## src/rtl/csrb_pkg.sv

```systemverilog
// Shared definitions for the byte-granular right rotator (circular_shifter_right_byte_n).
// Provides the byte width, a lane-count helper and a plain reference rotate function.
package csrb_pkg;

    localparam int BYTE_W = 8;

    // Widest word the reference function accepts; callers pass the live width in n.
    localparam int MAX_N = 1024;

    // Number of byte lanes in an n-bit word.
    function automatic int lanes(input int n);
        return n / BYTE_W;
    endfunction

    // Reference rotate: output byte k takes input byte (k + amt) mod lanes(n).
    // Bits above n are returned as zero.
    function automatic logic [MAX_N-1:0] rot_bytes_r(input logic [MAX_N-1:0] word,
                                                     input int              amt,
                                                     input int              n);
        logic [MAX_N-1:0] res;
        int               l;
        res = '0;
        l   = lanes(n);
        for (int k = 0; k < MAX_N / BYTE_W; k++) begin
            if (k < l) begin
                res[k*BYTE_W +: BYTE_W] = word[((k + amt) % l)*BYTE_W +: BYTE_W];
            end
        end
        return res;
    endfunction

endpackage

```

## src/rtl/csrb_rotate_stage.sv

```systemverilog
// One stage of the log2 byte barrel: rotates din right by STEP bytes when en is
// high, otherwise passes din through untouched. Purely combinational.
module csrb_rotate_stage
    import csrb_pkg::*;
#(
    parameter int N    = 128,
    parameter int STEP = 1
) (
    input  logic [N-1:0] din,
    input  logic         en,
    output logic [N-1:0] dout
);

    // The low STEP bytes fall off the LSB end and re-enter at the MSB end.
    logic [N-1:0] rotated;

    assign rotated = {din[STEP*BYTE_W-1:0], din[N-1:STEP*BYTE_W]};
    assign dout    = en ? rotated : din;

endmodule

```

## src/rtl/circular_shifter_right_byte_n.sv

```systemverilog
// Byte-granular right rotator: out byte k = in byte ((k + shift_amount) mod N/8).
// Built as a log2 barrel of csrb_rotate_stage instances chained LSB-first.
// Default build registers the result with one cycle of latency and a valid flop.
// Optional macro CSRB_COMB_OUT_EN bypasses the output register: shifted follows the
// current inputs combinationally and out_valid = in_valid (clk/rst_n unused).
// N must be a multiple of 8 and at least 16.
module circular_shifter_right_byte_n
    import csrb_pkg::*;
#(
    parameter int N = 128
) (
    input  logic                   clk,
    input  logic                   rst_n,
    input  logic                   in_valid,
    input  logic [N-1:0]           shifting,
    input  logic [$clog2(N/8)-1:0] shift_amount,
    output logic [N-1:0]           shifted,
    output logic                   out_valid
);

    localparam int LANES = lanes(N);
    localparam int SA_W  = $clog2(LANES);

    // stage_data[j] is the word entering stage j; stage_data[SA_W] is fully rotated.
    logic [N-1:0] stage_data [0:SA_W];

    assign stage_data[0] = shifting;

    // Stage j rotates by 2^j bytes when bit j of the amount is set, so the stages
    // together rotate by exactly shift_amount bytes.
    for (genvar j = 0; j < SA_W; j++) begin : g_stage
        csrb_rotate_stage #(
            .N    (N),
            .STEP (1 << j)
        ) u_stage (
            .din  (stage_data[j]),
            .en   (shift_amount[j]),
            .dout (stage_data[j+1])
        );
    end

`ifdef CSRB_COMB_OUT_EN

    // Clock and reset are kept as ports for drop-in compatibility but drive nothing.
    logic unused_clk_rst;
    assign unused_clk_rst = clk ^ rst_n;

    assign shifted   = stage_data[SA_W];
    assign out_valid = in_valid;

`else

    // Capture the rotated word only on accepted inputs so idle cycles neither toggle
    // the output nor let unknown idle data leak in; the valid flop tracks in_valid.
    always_ff @(posedge clk or negedge rst_n) begin
        if (!rst_n) begin
            shifted   <= '0;
            out_valid <= 1'b0;
        end else begin
            out_valid <= in_valid;
            if (in_valid) begin
                shifted <= stage_data[SA_W];
            end
        end
    end

`endif

endmodule

```

## config.mk

```make
export PLATFORM = sky130hd
export DESIGN_NAME = circular_shifter_right_byte_n
export DESIGN_NICKNAME = d
export VERILOG_FILES = /design/src/rtl/csrb_pkg.sv /design/src/rtl/csrb_rotate_stage.sv /design/src/rtl/circular_shifter_right_byte_n.sv
export SDC_FILE = /design/constraint.sdc
export NUM_CORES = 1
export LEC_CHECK = 0
export ABC_AREA = 1
export BUFFER_PORTS_ARGS = -buffer_cell sky130_fd_sc_hd__buf_2
export CAP_MARGIN = 25
export CORE_ASPECT_RATIO = 1.5
export CORE_MARGIN = 3
export CORE_UTILIZATION = 50
export CTS_CLUSTER_SIZE = 25
export DETAILED_ROUTE_END_ITERATION = 8
export PLACE_DENSITY = 0.79
export SLEW_MARGIN = 20
export SYNTH_ARGS = -nofsm -noshare
export SYNTH_HDL_FRONTEND = slang
export SYNTH_SLANG_ARGS = --single-unit
export TNS_END_PERCENT = 5
```

## constraint.sdc

```tcl
create_clock -name clk -period 0.8 [get_ports clk]
set_input_delay 0.08 -clock clk [delete_from_list [all_inputs] [get_ports clk]]
set_output_delay 0.08 -clock clk [all_outputs]
set_load 0.02 [all_outputs]
```

Word-level counts from Yosys, hierarchy flattened
Index checks and enable logic that the tools add are counted.
{ "totals": {"wordCells": 6, "in_bits": 135, "out_inout_bits": 129, "mem_count": 0, "regBits": 129, "rom_bits": 0, "ram_bits": 0, "latchBits": 0} }
{ "op_classes": {"n_addsub": 0, "n_reduce_logical": 0, "n_eq_ne": 0, "n_shift": 0, "div": 0, "muxes": 4, "n_mul": 0, "bitwise_logic": 0, "order_cmp": 0} }
{ "ops": {"columns": ["op", "n"], "rows": [
  ["$mux W128", 4]
]} }

Longest topological paths before layout
{ "depth": {"depth_word": 4, "depth_mapped": 9, "depth_no_buf": 7} }

By module
Synthesis repeated with hierarchy kept, for this count alone.
{ "unflattened": {"cells_unflattened": 2194, "area_unflattened_um2": 12011.5} }
{ "by_module_without_submodules": {"columns": ["mod", "instances", "seq_area_each_um2", "cells_each", "area_per_inst_um2"], "rows": [
  ["csrb_rotate_stage", 4, 0.0, 413, 1756.7],
  ["circular_shifter_right_byte_n", 1, 3228.1, 542, 4984.8]
]} }

Worst setup path after synthesis
No wires, ideal clock.
{ "synth_timing": {"path_kind": "input -> register", "start": "in shift_amount[3]", "end": "reg shifted[100]", "path_slack_ns": -0.207, "required_ns": 0.682, "cell_stages": 6, "setup_time_ns": 0.118, "t_arrival_ns": 0.889, "n_path_buf": 2, "cell_sequence": "inv_1 -> clkbuf_1 -> buf_1 -> nand3_1 -> nand3_1 -> nand2_1"} }
{ "synth_between": {"elab_chain_cells": 1} }
{ "synth_lines": {"columns": ["item", "line_no", "rtl"], "rows": [
  ["from (decl)", "circular_shifter_right_byte_n.sv:16", "input logic [$clog2(N/8)-1:0] shift_amount,"],
  ["$mux W128", "csrb_rotate_stage.sv:18", "assign dout = en ? rotated : din;"],
  ["to (signal assigned)", "circular_shifter_right_byte_n.sv:62", "shifted <= stage_data[SA_W];"],
  ["to (decl)", "circular_shifter_right_byte_n.sv:17", "output logic [N-1:0] shifted,"]
]} }
Every way passes these cells.
A chain may end at the register's enable or synchronous reset.

Worst setup path after layout
{ "layout_timing": {"start": "reg shifted[8]", "end": "out shifted[8]"} }
No word-level cell between the ends.

==> reports/results.md <==
| Metric | Reported | Unit |
| --- | --- | --- |
| Core footprint | 20100 | um2 |
| Antenna violations before repair | 9 | - |
| Number of enable flip-flop cells after synthesis | 0 | - |
| Slowest cell on the critical path | sky130_fd_sc_hd__dfrtp_2 | - |
| Clock tree from TritonCTS | yes | - |
| Fraction of the mapped netlist area in compound gates | 0 | % |
| Cell Pwr Density | 1809 | nW/um2 |
| FILL cells | 1731 | - |
| Startpoint type of the worst setup path | flop | - |
| Total wirelength of the detailed-routed design | 41.48 | mm |
| Synthesized area divided by synthesized cell count | 6.167 | um2 |
| Critical path arrival | 1050 | ps |
| R2R Setup Slk | 10 | ps |
| Xor-xnor portion of the synthesized cell area | 0 | % |
| DP HPWL | 30.69 | mm |
| Adder and majority cell fraction of the synthesized area | 0 | % |
| Antenna viol nets, final | 0 | - |
| Clock-pin transition on the worst setup and hold timing paths | 60 | ps |
| Outcome | complete, but fails checks | - |
| Detailed router's first-iteration violation count | 1771 | - |
| Vert. Die Dim | 182.4 | um |
| Mapped cell area | 10370 | um2 |
| Sinks on Clock Net | 129 | - |
| Max rail drop VDD | 1438 | uV |
| Pins over their slew limit | 0 | - |
| Sort of element at the end of the critical path | output port | - |
| Final hold slack | 53.47 | ps |
| Achievable frequency | 881.1 | MHz |
| Total Routing Usage GR | 35.86 | % |
| Async set or reset register ratio after synthesis | 100.0 | % |
| Cell type with the largest total area after synthesis | sky130_fd_sc_hd__nand3_1 | - |
| Number of flip-flops and latches in the synthesized netlist | 129 | - |
| Maximum fanout along the worst path | 2 | - |
| Number of nets in the synthesized netlist | 1817 | - |
| Setup repair after global routing missed its margin | true | - |
| Category of the critical setup timing path | reg -> out | - |
| Sum of buffers and inverters on the critical path | 1 | - |
| Static power due to leakage | 0.007065 | uW |
| Ranking of synthesized cells by instance count | sky130_fd_sc_hd__nand3_1, sky130_fd_sc_hd__nand2_1, sky130_fd_sc_hd__dfrtp_1 | - |
| Post-layout nets | 2043 | - |
| Reported max-cap violation count | 0 | - |
| Rows | 63 | - |
| Area grow syn2layout | 34.34 | % |
| Initial core utilization | 51.60 | % |
| Most frequent cell after synthesis | sky130_fd_sc_hd__nand3_1 | - |
| Data required, critical path | 720 | ps |
| Worst path max stage delay | 470 | ps |
| Proportion of synthesized area in mux cells | 0 | % |
| Maximum number of pins on one net before global-route repair | 57 | - |
| Post-DR wirelength/cell | 18.94 | um |
| Die footprint | 22540 | um2 |
| Drt via density | 6.227 | - |
| CTS root buf | sky130_fd_sc_hd__clkbuf_16 | - |
| List of cells traversed by the critical path | buf_6 | - |
| Clock skew | 0 | ps |
| Ports | 264 | - |
| Cell family with the largest share of critical-path delay | flip-flops | - |
| Post-layout min period | 1135 | ps |
| Simple-gate area share of the yosys netlist | 61.76 | % |
| Non-filler cells in the finished layout | 2190 | - |
| Total congestion overflow after global routing | 0 | - |
| Depth of the CTS H-tree | 4 | - |
| Count of yosys warnings during synthesis | 0 | - |
| Setup violations, final | 212 | - |
| Startpoint of the worst register-to-register path | shifted[21] | - |
| TritonCTS buffer count | 17 | - |
| R2r endpoint | shifted[21] | - |
| Sequential area share after synthesis | 31.12 | % |
| Portion of synthesized cell area occupied by the leading cell type | 43.23 | % |
| Failing checks | setup timing | - |
| Total of buffers placed on input and output ports | 263 | - |
| Top FF cell, synth | sky130_fd_sc_hd__dfrtp_1 | - |
| Ratio of cells with drive above 1 in the final layout | 25.20 | % |
| Reg2reg path depth | 3 | - |
| Worst-margin pin slew | 266.6 | ps |
| Dominant combinational cell family by area after synthesis | simple AND/OR/NAND/NOR gates | - |
| Die Width | 123.6 | um |
| Placer's final routability congestion estimate | 1.043 | - |
| Number of global-route vias before repair | 12270 | - |
| Tightest Hold Check Type | in -> async | - |
| Crit share post-route | 141.9 | % |
| Count of final hold-check violations | 0 | - |
| Number of vias in the routed layout | 13640 | - |
| Dominant cells by area after synthesis | sky130_fd_sc_hd__nand3_1, sky130_fd_sc_hd__dfrtp_1, sky130_fd_sc_hd__nand2_1, sky130_fd_sc_hd__buf_2, sky130_fd_sc_hd__clkbuf_1 | - |
| Max clock buf depth | 2 | - |
| Placed Instances | 2147 | - |
| Clock latency at the later pin of the worst-skew pair | 430 | ps |
| Slew Limit Headroom | 82.23 | % |
| DR pass1 iterations | 6 | - |
| Distinct cells, synth | 10 | - |
| Drc violations | 0 | - |
| Wire length of the first global-routing pass | 63.79 | mm |
| Gate count after technology mapping | 1682 | - |
| Post-layout worst setup margin | -334.9 | ps |
## layout make-up
cell class	instances	area, um2	share of cell area (%)
clock inverter	10	133.9	0.9608
multi-input combinational	1408	6854	49.19
tap	260	325.3	2.335
inverter	5	30.03	0.2155
clock buffer	22	464.2	3.331
antenna	9	22.52	0.1616
timing repair buffer	347	2861	20.54
sequential	129	3243	23.27
## metrics by stage
| stage | instance area (um2) | worst slack [ps] | utilization (%) | total power (uW) | setup TNS (ps) |
|---|---|---|---|---|---|
| 6_report | 13930 | -334.9 | 69.32 | 25210 | -36330 |
| 5_1_grt | 13930 | -341.2 | 69.32 | 26390 | -47100 |
| 4_1_cts | 13460 | -325.0 | 66.95 | 24700 | -35230 |
| 3_5_place_dp | 12460 | -536.7 | 61.97 | 16160 | -55980 |
| 3_3_place_gp | 12460 | -523.6 | 61.97 | 16070 | -54090 |
| 2_1_floorplan | 10510 | -125.8 | - | 13050 | -15310 |
## worst max-delay path by stage
stage	from	endpoint	cells past startpoint
3_3_place_gp	shift_amount[0]	shifted[54]	10
6_report	shifted[8]	shifted[8]	1
4_1_cts	shifted[8]	shifted[8]	1
5_1_grt	shifted[8]	shifted[8]	1
3_5_place_dp	shift_amount[0]	shifted[54]	10
2_1_floorplan	shift_amount[1]	shifted[3]	8
## flip-flops by register name, indices dropped and copies added, names as in the netlist
signal,flops
shifted,128
out_valid,1
## placed cells by master (no fill, tap or decap)
cell type                       synthesis  layout
sky130_fd_sc_hd__dfrtp_2                0      12
sky130_fd_sc_hd__bufinv_16              0       3
sky130_fd_sc_hd__clkbuf_16              0      17
sky130_fd_sc_hd__inv_4                  0       1
sky130_fd_sc_hd__diode_2                0       9
sky130_fd_sc_hd__buf_12                 0      41
sky130_fd_sc_hd__nand3_2                0      87
sky130_fd_sc_hd__clkbuf_8               0       2
sky130_fd_sc_hd__clkbuf_1              46       3
sky130_fd_sc_hd__clkinv_4               0       2
sky130_fd_sc_hd__buf_2                 35     198
sky130_fd_sc_hd__clkinvlp_4             0       2
sky130_fd_sc_hd__buf_4                 16      44
sky130_fd_sc_hd__nand2_2                0       5
sky130_fd_sc_hd__nand2_1              512     507
sky130_fd_sc_hd__clkinv_2               0       7
sky130_fd_sc_hd__nand3_1              896     809
sky130_fd_sc_hd__buf_6                 12      63
sky130_fd_sc_hd__dlygate4sd3_1          0       1
sky130_fd_sc_hd__dfrtp_1              129     117
## report_power, final
part	internal (uW)	leakage (uW)	total (uW)	switching (uW)
Clock	5050	0.000290	8110	3070
Sequential	7420	0.00155	8170	750
Combinational	3410	0.00523	8930	5520
Total	15900	0.00707	25200	9340
## routing by layer
metal	part of all wire, %	global-route usage, %	wire, um
met1	39	48.38	16060
met2	44	53.76	18460
met3	11	7.597	4492
met4	5.9	18.36	2467
met5	0	0	0
## logic make-up after synthesis
logic type,after synthesis
buffers and inverters,145
flip-flops,129
AND/OR/NAND/NOR,1408
## repair_timing
item                                   CTS  global route
pin swaps                               10             1
hold buffers                             1             0
setup buffers                            0             1
setup endpoints to repair              185           257
endpoints found under the hold margin  129             0
gates resized for setup                108           115
Note: power is estimated with default switching activity, not from simulation.
